File: src/rtl/vga_pattern_sched.sv
// Test-pattern pixel source for the VGA path; pattern switches only at frame boundaries.
// Optional auto-cycling of patterns: compile with VGA_PATTERN_AUTO_CYCLE_EN defined.
module vga_pattern_sched #(
  parameter int H_ACTIVE    = 640,
  parameter int V_ACTIVE    = 480,
  parameter int AUTO_FRAMES = 120
) (
  input  logic       i_clk,
  input  logic       i_rst,
  input  logic       i_pix_en,
  input  logic       i_h_disp,
  input  logic       i_v_disp,
  input  logic       i_btn_next,
  output logic [1:0] o_mode,
  output logic [1:0] o_r,
  output logic [1:0] o_g,
  output logic [1:0] o_b,
  output logic       o_frame_tick
);

  typedef enum logic [1:0] {
    MODE_BARS    = 2'd0,
    MODE_CHECKER = 2'd1,
    MODE_SOLID   = 2'd2,
    MODE_SCROLL  = 2'd3
  } mode_t;

  mode_t       r_mode;
  logic [5:0]  r_rgb;
  logic        r_frame_tick;
  logic [9:0]  r_x;
  logic [8:0]  r_y;
  logic [7:0]  r_frame_cnt;
  logic        r_pending;
  logic        r_btn_prev;
  logic        r_h_prev;
  logic        r_v_prev;

  logic        w_btn_edge;
  logic        w_boundary;
  logic        w_active;
  logic        w_auto_expire;
  logic        w_advance;
  logic [1:0]  w_scroll_hi;
  logic [5:0]  w_pat;
  logic        w_unused_params;

  // The position bounds are informational only; the counters follow the display flags.
  assign w_unused_params = ^{H_ACTIVE[0], V_ACTIVE[0], AUTO_FRAMES[0]};

  assign w_btn_edge = i_btn_next & ~r_btn_prev;
  assign w_boundary = i_pix_en & r_v_prev & ~i_v_disp;
  assign w_active   = i_h_disp & i_v_disp;
  // A request arriving on the boundary cycle itself is held for the next boundary.
  assign w_advance  = w_boundary & (r_pending | w_auto_expire);

  // Only bits [6:5] of the 10-bit scroll sum are displayed, so a 7-bit sum suffices.
  assign w_scroll_hi = 2'((r_x[6:0] + r_frame_cnt[6:0]) >> 5);

  always_comb begin
    w_pat = 6'd0;
    case (r_mode)
      MODE_BARS: begin
        case (r_x[9:7])
          3'd0:    w_pat = 6'b11_11_11;
          3'd1:    w_pat = 6'b11_00_00;
          3'd2:    w_pat = 6'b00_11_00;
          3'd3:    w_pat = 6'b00_00_11;
          default: w_pat = 6'b00_00_00;
        endcase
      end
      MODE_CHECKER: w_pat = (r_x[5] ^ r_y[5]) ? 6'b11_11_11 : 6'b00_00_00;
      MODE_SOLID:   w_pat = r_frame_cnt[7:2];
      MODE_SCROLL:  w_pat = {w_scroll_hi, r_y[6:5], 2'b01};
      default:      w_pat = 6'd0;
    endcase
  end

  always_ff @(posedge i_clk) begin
    if (!i_rst) begin
      r_mode       <= MODE_BARS;
      r_rgb        <= 6'd0;
      r_frame_tick <= 1'b0;
      r_x          <= 10'd0;
      r_y          <= 9'd0;
      r_frame_cnt  <= 8'd0;
      r_pending    <= 1'b0;
      r_btn_prev   <= 1'b0;
      r_h_prev     <= 1'b0;
      r_v_prev     <= 1'b0;
    end else begin
      r_btn_prev   <= i_btn_next;
      r_frame_tick <= w_boundary;
      if (w_boundary) begin
        r_pending   <= w_btn_edge;
        r_frame_cnt <= r_frame_cnt + 8'd1;
      end else if (w_btn_edge) begin
        r_pending   <= 1'b1;
      end
      if (w_advance) begin
        r_mode <= mode_t'(r_mode + 2'd1);
      end
      if (i_pix_en) begin
        r_h_prev <= i_h_disp;
        r_v_prev <= i_v_disp;
        if (w_active) begin
          r_x   <= r_x + 10'd1;
          r_rgb <= w_pat;
        end else begin
          r_rgb <= 6'd0;
          if (!i_h_disp) begin
            r_x <= 10'd0;
          end
        end
        // The line counter steps on the trailing edge of each active line.
        if (!i_v_disp) begin
          r_y <= 9'd0;
        end else if (r_h_prev && !i_h_disp) begin
          r_y <= r_y + 9'd1;
        end
      end
    end
  end

`ifdef VGA_PATTERN_AUTO_CYCLE_EN
  localparam logic [7:0] AUTO_LAST = 8'(AUTO_FRAMES - 1);

  logic [7:0] r_auto_cnt;

  assign w_auto_expire = (r_auto_cnt == AUTO_LAST);

  always_ff @(posedge i_clk) begin
    if (!i_rst) begin
      r_auto_cnt <= 8'd0;
    end else if (w_boundary) begin
      r_auto_cnt <= w_advance ? 8'd0 : r_auto_cnt + 8'd1;
    end
  end
`else
  assign w_auto_expire = 1'b0;
`endif

  assign o_mode       = r_mode;
  assign o_r          = r_rgb[5:4];
  assign o_g          = r_rgb[3:2];
  assign o_b          = r_rgb[1:0];
  assign o_frame_tick = r_frame_tick;

endmodule

File: config.mk
export PLATFORM = sky130hd
export DESIGN_NAME = vga_pattern_sched
export DESIGN_NICKNAME = d
export VERILOG_FILES = /design/src/rtl/vga_pattern_sched.sv
export SDC_FILE = /design/constraint.sdc
export NUM_CORES = 1
export LEC_CHECK = 0
export ABC_AREA = 1
export CAP_MARGIN = 20
export CORE_MARGIN = 3
export CORE_UTILIZATION = 50
export CTS_BUF_LIST = sky130_fd_sc_hd__clkbuf_8 sky130_fd_sc_hd__clkbuf_16
export CTS_CLUSTER_DIAMETER = 30
export DETAILED_ROUTE_END_ITERATION = 8
export GPL_TIMING_DRIVEN = 0
export PLACE_DENSITY_LB_ADDON = 0.12
export SETUP_SLACK_MARGIN = 0.3
export SLEW_MARGIN = 30
export SYNTH_ARGS = -nofsm -noshare
export SYNTH_HDL_FRONTEND = slang
export SYNTH_SLANG_ARGS = --single-unit
File: constraint.sdc
create_clock -name i_clk -period 2.2 [get_ports i_clk]
set_input_delay 0.44 -clock i_clk [delete_from_list [all_inputs] [get_ports i_clk]]
set_output_delay 0.44 -clock i_clk [all_outputs]
set_load 0.02 [all_outputs]
Yosys cells after proc, flatten, opt, wreduce, memory -nomap -nowiden
Index checks and enable logic that the tools add are counted.

storage, ports and cells
  register bits = 40
  latch bits = 0
  RAM bits = 0
  memory bits (read-only) = 0
  bits of input ports = 6
  output and inout bits = 9
  word-level logic and storage cells = 48
  memories = 0

operators by class
  add/subtract/negate cells = 5
  $mul = 0
  divide/modulo/power cells = 0
  magnitude comparators = 0
  equal/unequal tests = 8
  shift-type cells = 0
  multiplexer cells = 10
  bitwise operators = 8
  reduce and logical (&&, ||, !) cells = 7

operator list
  cell                     number
  $pmux W6 S4              2
  $mux W10                 2
  $mux W9                  2
  $mux W6                  2
  $add A10 B1 Y10 const B  1
  $add A9 B1 Y9 const B    1
  $add A8 B1 Y8 const B    1
  $add A7 B7 Y7            1
  $eq A3 B2 Y1 const B     2
  $and A1 B1 Y1            5
  $eq A2 B2 Y1 const B     2
  $ne A2 B1 Y1 const B     2
  $reduce_and A2 Y1        2
  $eq A3 B1 Y1 const B     1
  $logic_not A3 Y1         1
  $add A2 B1 Y2 const B    1
  $eq A2 B1 Y1 const B     1
  $logic_not A2 Y1         1
  $mux W1                  2
  $not A1 Y1               2
  $reduce_bool A2 Y1       1
  $logic_and A1 B1 Y1      1
  $logic_not A1 Y1         1
  $xor A1 B1 Y1            1

Depth between registers and ports, before layout
Gate-level depths: netlist (run 1).

  word-level depth = 4
  gate-level depth with buffers = 12

Least setup slack after synthesis (run 1)
OpenSTA, ideal clock, no wires.

  kind = input-to-reg
  start = input i_h_disp
  end = register r_x[8]
  arrival time = 1372 ps
  data required time = 2083 ps
  setup slack = 711 ps
  stages = 9
  buffers on the path = 0
  cell sequence = inv_1 nand2_1 nand2_1 inv_1 nor3_2 and3_1 nand3_1 o21ai_0 nor2_1

on the way
  longest elaborated chain between the ends = 3
  elaborated cells between the ends (all ways) = 4

ends and longest elaborated chain
  what                                line  text
  from (decl)                         11    input logic i_h_disp,
  $and A1 B1 Y1                       53    assign w_active = i_h_disp & i_v_disp;
  $ne A2 B1 Y1 (no source line)       --
  $reduce_and A2 Y1 (no source line)  --
  to (signal assigned)                107   r_x <= r_x + 10'd1;
  to (decl)                           31    logic [9:0] r_x;

Parallel ways exist; a longest one is shown, timed or not.
A chain may end at the register's enable or synchronous reset.

Final worst setup path (run 1)
  start = register r_mode[0] (netlist: o_mode[0])
  end = output o_mode[0]

RTL lines
  what                    line  text
  from (decl)             28    mode_t r_mode;
  from (signal assigned)  101   r_mode <= mode_t'(r_mode + 2'd1);
  to (decl)               14    output logic [1:0] o_mode,

No word-level cell between the ends.

==> results by group, run 1 <==
Global routing
  • Congestion Overflow GR: 0
  • Largest net degree at the start of global routing: 12
  • Number of global-route vias before repair: approximately 1.6k
  • Initial antenna violation count: 0
  • First-pass GRT wire length: 7003 um
  • Total track usage: between 20% and 30%

Detailed routing
  • Drt first pass iters: 4
  • DR vias: 1740
  • Number of remaining DRC errors: 0
  • Post-DRT Antenna Nets: 0
  • Vias per Instance: 4.986
  • Final wirelength: 4094 um
  • DR iter-0 viols: 86
  • Routed len/inst: 11.73 um

Clock network
  • Clk Tree Root Cell: clkbuf_8
  • Clk_lat worst skew: 0.29 ns
  • # clock sinks: 38
  • H-tree depth: 2
  • TritonCTS Buffers: 5
  • CTS tree: built
  • Max Root-Sink Buffers: 2
  • Clock-pin slew on the worst setup and hold paths: 0.07 ns

Placed design
  • IO Port Bufs: 14
  • Detail Placement HPWL: 3102 um
  • Routability cong.: roughly 0.85

Die
  • Ports: 15
  • Core outline area: 3716 um2
  • Row cnt: 22
  • Die W: 68.64 um
  • Initial core utilization: between 50% and 60%
  • Total die area: 4711 um2
  • Die Y: 68.64 um

STA
  • Fin Setup TNS: 0 ns
  • Final hold violation count: 0
  • Fmax: 571.0 MHz
  • Fin Clk Skew: 0.001466 ns
  • RSZ-0062 raised after global routing: no
  • Slew of the pin with the lowest slew margin: 0.5951 ns
  • Slew HR: 60.33%
  • Setup violations, final: 0
  • Final period util: between 70% and 80%
  • Slew Viols, Final: 0
  • Final period demand of the worst path: 1.751 ns

Power
  • Sequential power share: 54.7%
  • Total chip power: roughly 0.0013 W
  • Pwr/cell area: about 570 nW/um2
  • Clock power frac: a little under two fifths
  • Comb pwr share: 7.8%
  • Static Leak: 1.021 nW
  • Sw Share: 23.97%
  • VDD IR max: 0.4714 mV
  • Internal Pwr Total: roughly 0.001 W
  • NetSw: 0.0003115 W

Critical path
  • Worst Path Arrival: around 1.3 ns
  • CP Max Fanout: 4
  • CP max stage delay: 0.63 ns
  • R2r endpoint: r_rgb[5]$_SDFFE_PN0P_
  • Crit. End Element: output pin
  • R2R cell count: 12
  • CP Launch Point: o_mode[0]$_SDFFE_PN0P_
  • CP Cell Sequence: clkdlybuf4s50_1
  • WP depth: 1
  • Path type of the worst setup path: flip-flop to output pin
  • CP max stage cell: clkdlybuf4s50_1
  • CP Buf/Inv Count: 1
  • Worst path required time: 1.76 ns
  • R2R setup slack: 0.56 ns
  • R2R Path Start: r_frame_cnt[4]$_SDFFE_PN0P_
  • Worst setup path end: o_mode[0]
  • Delay-heaviest family, CP: buffers and inverters
  • Setup crit start kind: flip-flop

Synth
  • Syn Nets: 297
  • Mapped Cells: between 200 and 300
  • Synthesized area: 1962 um2
  • Avg Cell Area, Syn: 7.032 um2
  • Flops & latches, synth: 38
  • Post-synthesis sequential area ratio: around two fifths
  • Synth cell types: 26
  • Synth warn: 0

Finish
  • Multi-input gate area in the final layout: 1055 um2
  • Share of post-route cells with drive strength above 1: under 10%
  • Area Overhead vs Synth: 16.58%
  • Filler cells: between 300 and 400
  • Nets: 318
  • Register area: 763.2 um2
  • Final core utilization: roughly three fifths
  • Diode count: 0

Hold path
  • HP Class: flip-flop to flip-flop

Run
  • Maxcap violations: 0

Run status
  • Outcome: complete, no violations
[layer usage]
metal  track usage (%)  share of wire [%]  vias up
met5                 0                  0        -
met4             7.444               0.98        0
met3             6.645                3.9        5
met2             30.27                 44       28
met1             27.31                 51      767
li1                  -                  -      940
[flip-flops by register name, summed over array words and instances, names as in the netlist]
name and cells:
r_x 10, r_frame_cnt 8, r_y 7, r_rgb 6, o_mode 2, o_frame_tick 1, r_btn_prev 1, r_h_prev 1
r_pending 1, r_v_prev 1
[cells in the final DEF, fill, tap and decap left out, drive strengths merged]
master	netlist	final
o211ai	2	2
clkbuf	1	7
and3	2	2
nand3	13	13
nand4	5	5
or2	2	2
clkinv	0	1
a21oi	31	31
nor3b	2	2
ha	12	12
buf	1	1
xor2	3	3
nand2	72	72
dfxtp	38	38
dlymetal6s2s	0	2
nor3	6	6
nand3b	1	1
o21ai	14	14
inv	43	44
clkdlybuf4s50	0	12
nor2	31	31
[worst min path at each step]
stage,from,slack (ns),endpoint,cells after the start
3_5_place_dp,r_btn_prev$_SDFF_PN0_,0.42,r_pending$_SDFFE_PN0P_,1
6_report,r_btn_prev$_SDFF_PN0_,0.43,r_pending$_SDFFE_PN0P_,1
5_1_grt,r_btn_prev$_SDFF_PN0_,0.46,r_pending$_SDFFE_PN0P_,1
2_1_floorplan,r_btn_prev$_SDFF_PN0_,0.40,r_pending$_SDFFE_PN0P_,1
4_1_cts,r_btn_prev$_SDFF_PN0_,0.43,r_pending$_SDFFE_PN0P_,1
3_3_place_gp,r_btn_prev$_SDFF_PN0_,0.40,r_pending$_SDFFE_PN0P_,1
[power by group through the flow]
stage,registers (W),clock network [W],logic [W]
6_report,0.000711,0.000487,0.000101
5_1_grt,0.000713,0.000531,0.000115
4_1_cts,0.000711,0.000499,0.000101
3_5_place_dp,0.000727,0,0.000100
3_3_place_gp,0.000727,0,0.000100
2_1_floorplan,0.000732,0,0.0000557
[through the flow]
| step | cell area (um2) | instances | setup slack [ns] | hold slack [ns] |
|---|---|---|---|---|
| 6_report | 2287 | 349 | 0.4488 | 0.4255 |
| 5_1_grt | 2287 | 349 | 0.3059 | 0.4557 |
| 4_1_cts | 2253 | 349 | 0.3055 | 0.4327 |
| 3_5_place_dp | 2162 | 341 | 0.01726 | 0.4223 |
| 3_3_place_gp | 2162 | 341 | 0.01603 | 0.4000 |
| 2_1_floorplan | 1962 | 279 | 0.7105 | 0.3988 |
[cells in the mapped netlist, drive strengths merged]
cell / number / area (um2)
o211ai: 2 / 15.01
nand3: 13 / 70.07
buf: 1 / 5.000
and3: 2 / 12.51
or2: 2 / 15.02
nand4: 5 / 37.53
o21ai: 14 / 81.33
xor2: 3 / 26.28
nor3: 6 / 35.03
nor2: 31 / 140.1
nor3b: 2 / 15.01
clkbuf: 1 / 3.750
nand3b: 1 / 7.510
ha: 12 / 150.1
dfxtp: 38 / 760.7
a21oi: 31 / 155.2
nand2: 72 / 270.3
inv: 43 / 161.4
[logic make-up after synthesis]
family          count (synthesis)  synth area share [%]
flops                          38                 38.78
xor+xnor                        3                 1.340
simple gates                  134                 30.74
buf+inv                        45                 8.673
fa+ha+maj                      12                 7.653
compound gates                 47                 12.82
[layout make-up]
cell class | count | share of cell area [%]
Timing Repair Buffer | 14 | 6.346
Clock buffer | 6 | 3.611
Clock inverter | 2 | 0.3829
Inverter | 43 | 7.166
Tap cell | 48 | 2.626
Buffer | 2 | 0.3829
Sequential cell | 38 | 33.37
Multi-Input combinational cell | 196 | 46.12
[repair_timing]
action                                 in CTS  in global routing
hold buffers                                0                  0
resized for setup                           0                 12
buffers inserted                            0                  0
setup endpoints to repair                   0                 10
endpoints found under the hold margin       0                  0
Power figures use the tool's default switching activity.
==> run 2: changes to the inputs <==
Clock period 2.2 ns to 1.7 ns, I/O delays scaled along.
==> run 2 against run 1 <==
Non-clock buffer count rose by 16. Setup slack got worse by 0.21 ns. Combinational power grew 42%. Critical path type is now flip-flop to flip-flop. Cell count increased by 4.6%. Register-to-register slack got worse by 0.32 ns. Clock-buffer cell count unchanged. Die area did not move. Sequential power is 28% higher. First-iteration DRC count is 12% lower. Flip-flop and latch count did not move. Clock skew rose by 0.0040 ns. Critical path depth is 11 higher.
==> results by group, run 2 (same netlist as run 1, synthesis figures left out) <==
STA
  • Final hold violation count: 0
  • Final period demand of the worst path: 1.465 ns
  • Slew HR: 74.53%
  • Setup violations, final: 0
  • Slew of the pin with the lowest slew margin: between 0.3 and 0.4 ns
  • Fmax: 682.7 MHz
  • Final period util: 86.16%
  • Fin Setup TNS: 0 ns
  • RSZ-0062 raised after global routing: yes
  • WHS: 0.3582 ns
  • Fin Clk Skew: ~0.0054 ns
  • Slew Viols, Final: 0

Global routing
  • Number of global-route vias before repair: 1717
  • Largest net degree at the start of global routing: 13
  • Initial antenna violation count: 0
  • Total track usage: 22.46%
  • Met1 Use GR: 29.53%
  • Global route hottest layer: met2
  • GRT met3 Usage: 5.348%
  • Congestion Overflow GR: 0
  • First-pass GRT wire length: 7783 um
  • GR met2 Demand/Resource: 35.88%

Finish
  • Max FFs per register: 10
  • Final instance area: 2575 um2
  • Top flop regs: r_x x10, r_frame_cnt x8, r_y x7
  • Most common cell after layout, fill and taps aside: nand2_1
  • Largest reg by FF count: r_x
  • Diode count: 0
  • Register area: 802.0 um2
  • Layout Cells excl Fill: 365
  • Commonest non-fill, non-tap cells in the layout: nand2_1 (64), inv_1 (37), a21oi_1 (29)
  • Filler cells: 323
  • Share of post-route cells with drive strength above 1: 27.44%
  • Multi-input gate area in the final layout: 1204 um2
  • Nets: 334
  • Final core utilization: 69.29%
  • Area Overhead vs Synth: 31.25%

Critical path
  • Setup crit start kind: flip-flop
  • CP Cell Sequence: ha_4, nand2_4, nor2_1, nand2_1, nand2_1, nand2_1, nand3_1, nand2_1, nand2_1, nand2_1, nand2_1, a21oi_2
  • CP Max Fanout: 4
  • Worst Path Arrival: 1.65 ns
  • CP max stage delay: 0.36 ns
  • Delay-heaviest family, CP: simple AND/OR/NAND/NOR gates
  • CP max stage cell: dfxtp_4
  • Worst path required time: roughly 1.9 ns
  • Most used cell, CP: nand2_1
  • Path type of the worst setup path: flip-flop to flip-flop
  • R2R Path Start: r_frame_cnt[5]$_SDFFE_PN0P_
  • CP Launch Point: r_frame_cnt[5]$_SDFFE_PN0P_
  • Crit. End Element: flip-flop
  • CP Buf/Inv Count: 0

Placed design
  • Area after DPL: 2182 um2
  • Detail Placement HPWL: between 3000 and 4000 um
  • IO Port Bufs: 14
  • Routability cong.: about 0.8
  • Placed cells: 341

Clock network
  • TritonCTS Buffers: 5
  • Clk Tree Root Cell: clkbuf_8
  • Max Root-Sink Buffers: 2
  • # clock sinks: 38
  • Clock-pin slew on the worst setup and hold paths: 0.08 ns
  • CTS Hold Bufs: 0
  • H-tree depth: 2
  • Clk_lat worst skew: roughly 0.3 ns
  • CTS tree: built

Die
  • Die W: just under 70 um
  • Core outline area: 3716 um2
  • Total die area: 4711 um2
  • Initial core utilization: 52.79%
  • Ports: 15
  • Row cnt: 22
  • Die Y: 68.64 um

Detailed routing
  • Drt first pass iters: 4
  • DR vias: ~1.9k
  • DR iter-0 viols: 76
  • Routed len/inst: 12.88 um
  • Final wirelength: 4700 um
  • Post-DRT Antenna Nets: 0
  • Number of remaining DRC errors: 0
  • Vias per Instance: 5.093

Run status
  • Outcome: complete, no violations

Run
  • Maxcap violations: 0

Power
  • VDD IR max: approximately 0.61 mV
  • Pwr/cell area: 664.3 nW/um2
  • Static Leak: 1.132 nW

Hold path
  • HP Class: input pin to flip-flop
  • Worst hold start: i_v_disp
-- run 2: routing by layer --
layer / part of all wire, % / wire [um] / up-vias
met5: 0 / 0 / -
met4: 1.2 / 57 / 0
met3: 3.5 / 164 / 6
met2: 46 / 2177 / 29
met1: 49 / 2301 / 855
li1: - / - / 969
-- run 2: metrics by stage --
step | setup WS (ns) | power, W
after floorplan | 0.3020 | 0.001019
after global placement | -0.3677 | 0.001069
after detailed placement | -0.3914 | 0.001071
after CTS | 0.2510 | 0.001714
after global routing | 0.09925 | 0.001775
final | 0.2353 | 0.001711
-- run 2: worst register-to-register path: cells and delay by family (launching register included) --
kind,cells,cell delay (ns)
compound gates,1,0.05
fa+ha+maj,1,0.29
flops,1,0.36
simple gates,10,0.65
-- run 2: cell type report --
cell class                 count  share of cell area (%)
clock buffer                   6                   3.207
tap                           48                   2.332
buffer                         2                  0.3887
sequential                    38                   31.15
inverter                      43                   6.268
timing repair buffer          30                   9.427
clock inverter                 2                  0.4859
multi-input combinational    196                   46.74
-- run 2: worst paths after layout --
path	end	slack [ns]	cells after the start
worst max-delay path	r_rgb[5]$_SDFFE_PN0P_	0.24	12
worst min-delay path	r_y[0]$_SDFFE_PN0P_	0.36	3
worst max register to register	r_rgb[5]$_SDFFE_PN0P_	0.24	12
worst min register to register	r_pending$_SDFFE_PN0P_	0.42	1
-- run 2: report_power, final --
part           switching, W  total (W)  internal (W)
Combinational     0.0000902   0.000143     0.0000526
Sequential        0.0000117   0.000907      0.000896
Clock              0.000334   0.000660      0.000326
Total              0.000436    0.00171       0.00127
-- run 2: timing repair --
item                       CTS  global route
setup endpoints to repair   40            17
setup buffers               14             2
pin swaps                   16            17
gates resized for setup     54            26
==> run 3: changes to the inputs <==
Settings changed: CTS_BUF_LIST sky130_fd_sc_hd__clkbuf_8 sky130_fd_sc_hd__clkbuf_16 to default.
==> results of run 3 <==
Same layout as run 2: the final DEF is identical, and so are final timing and power.
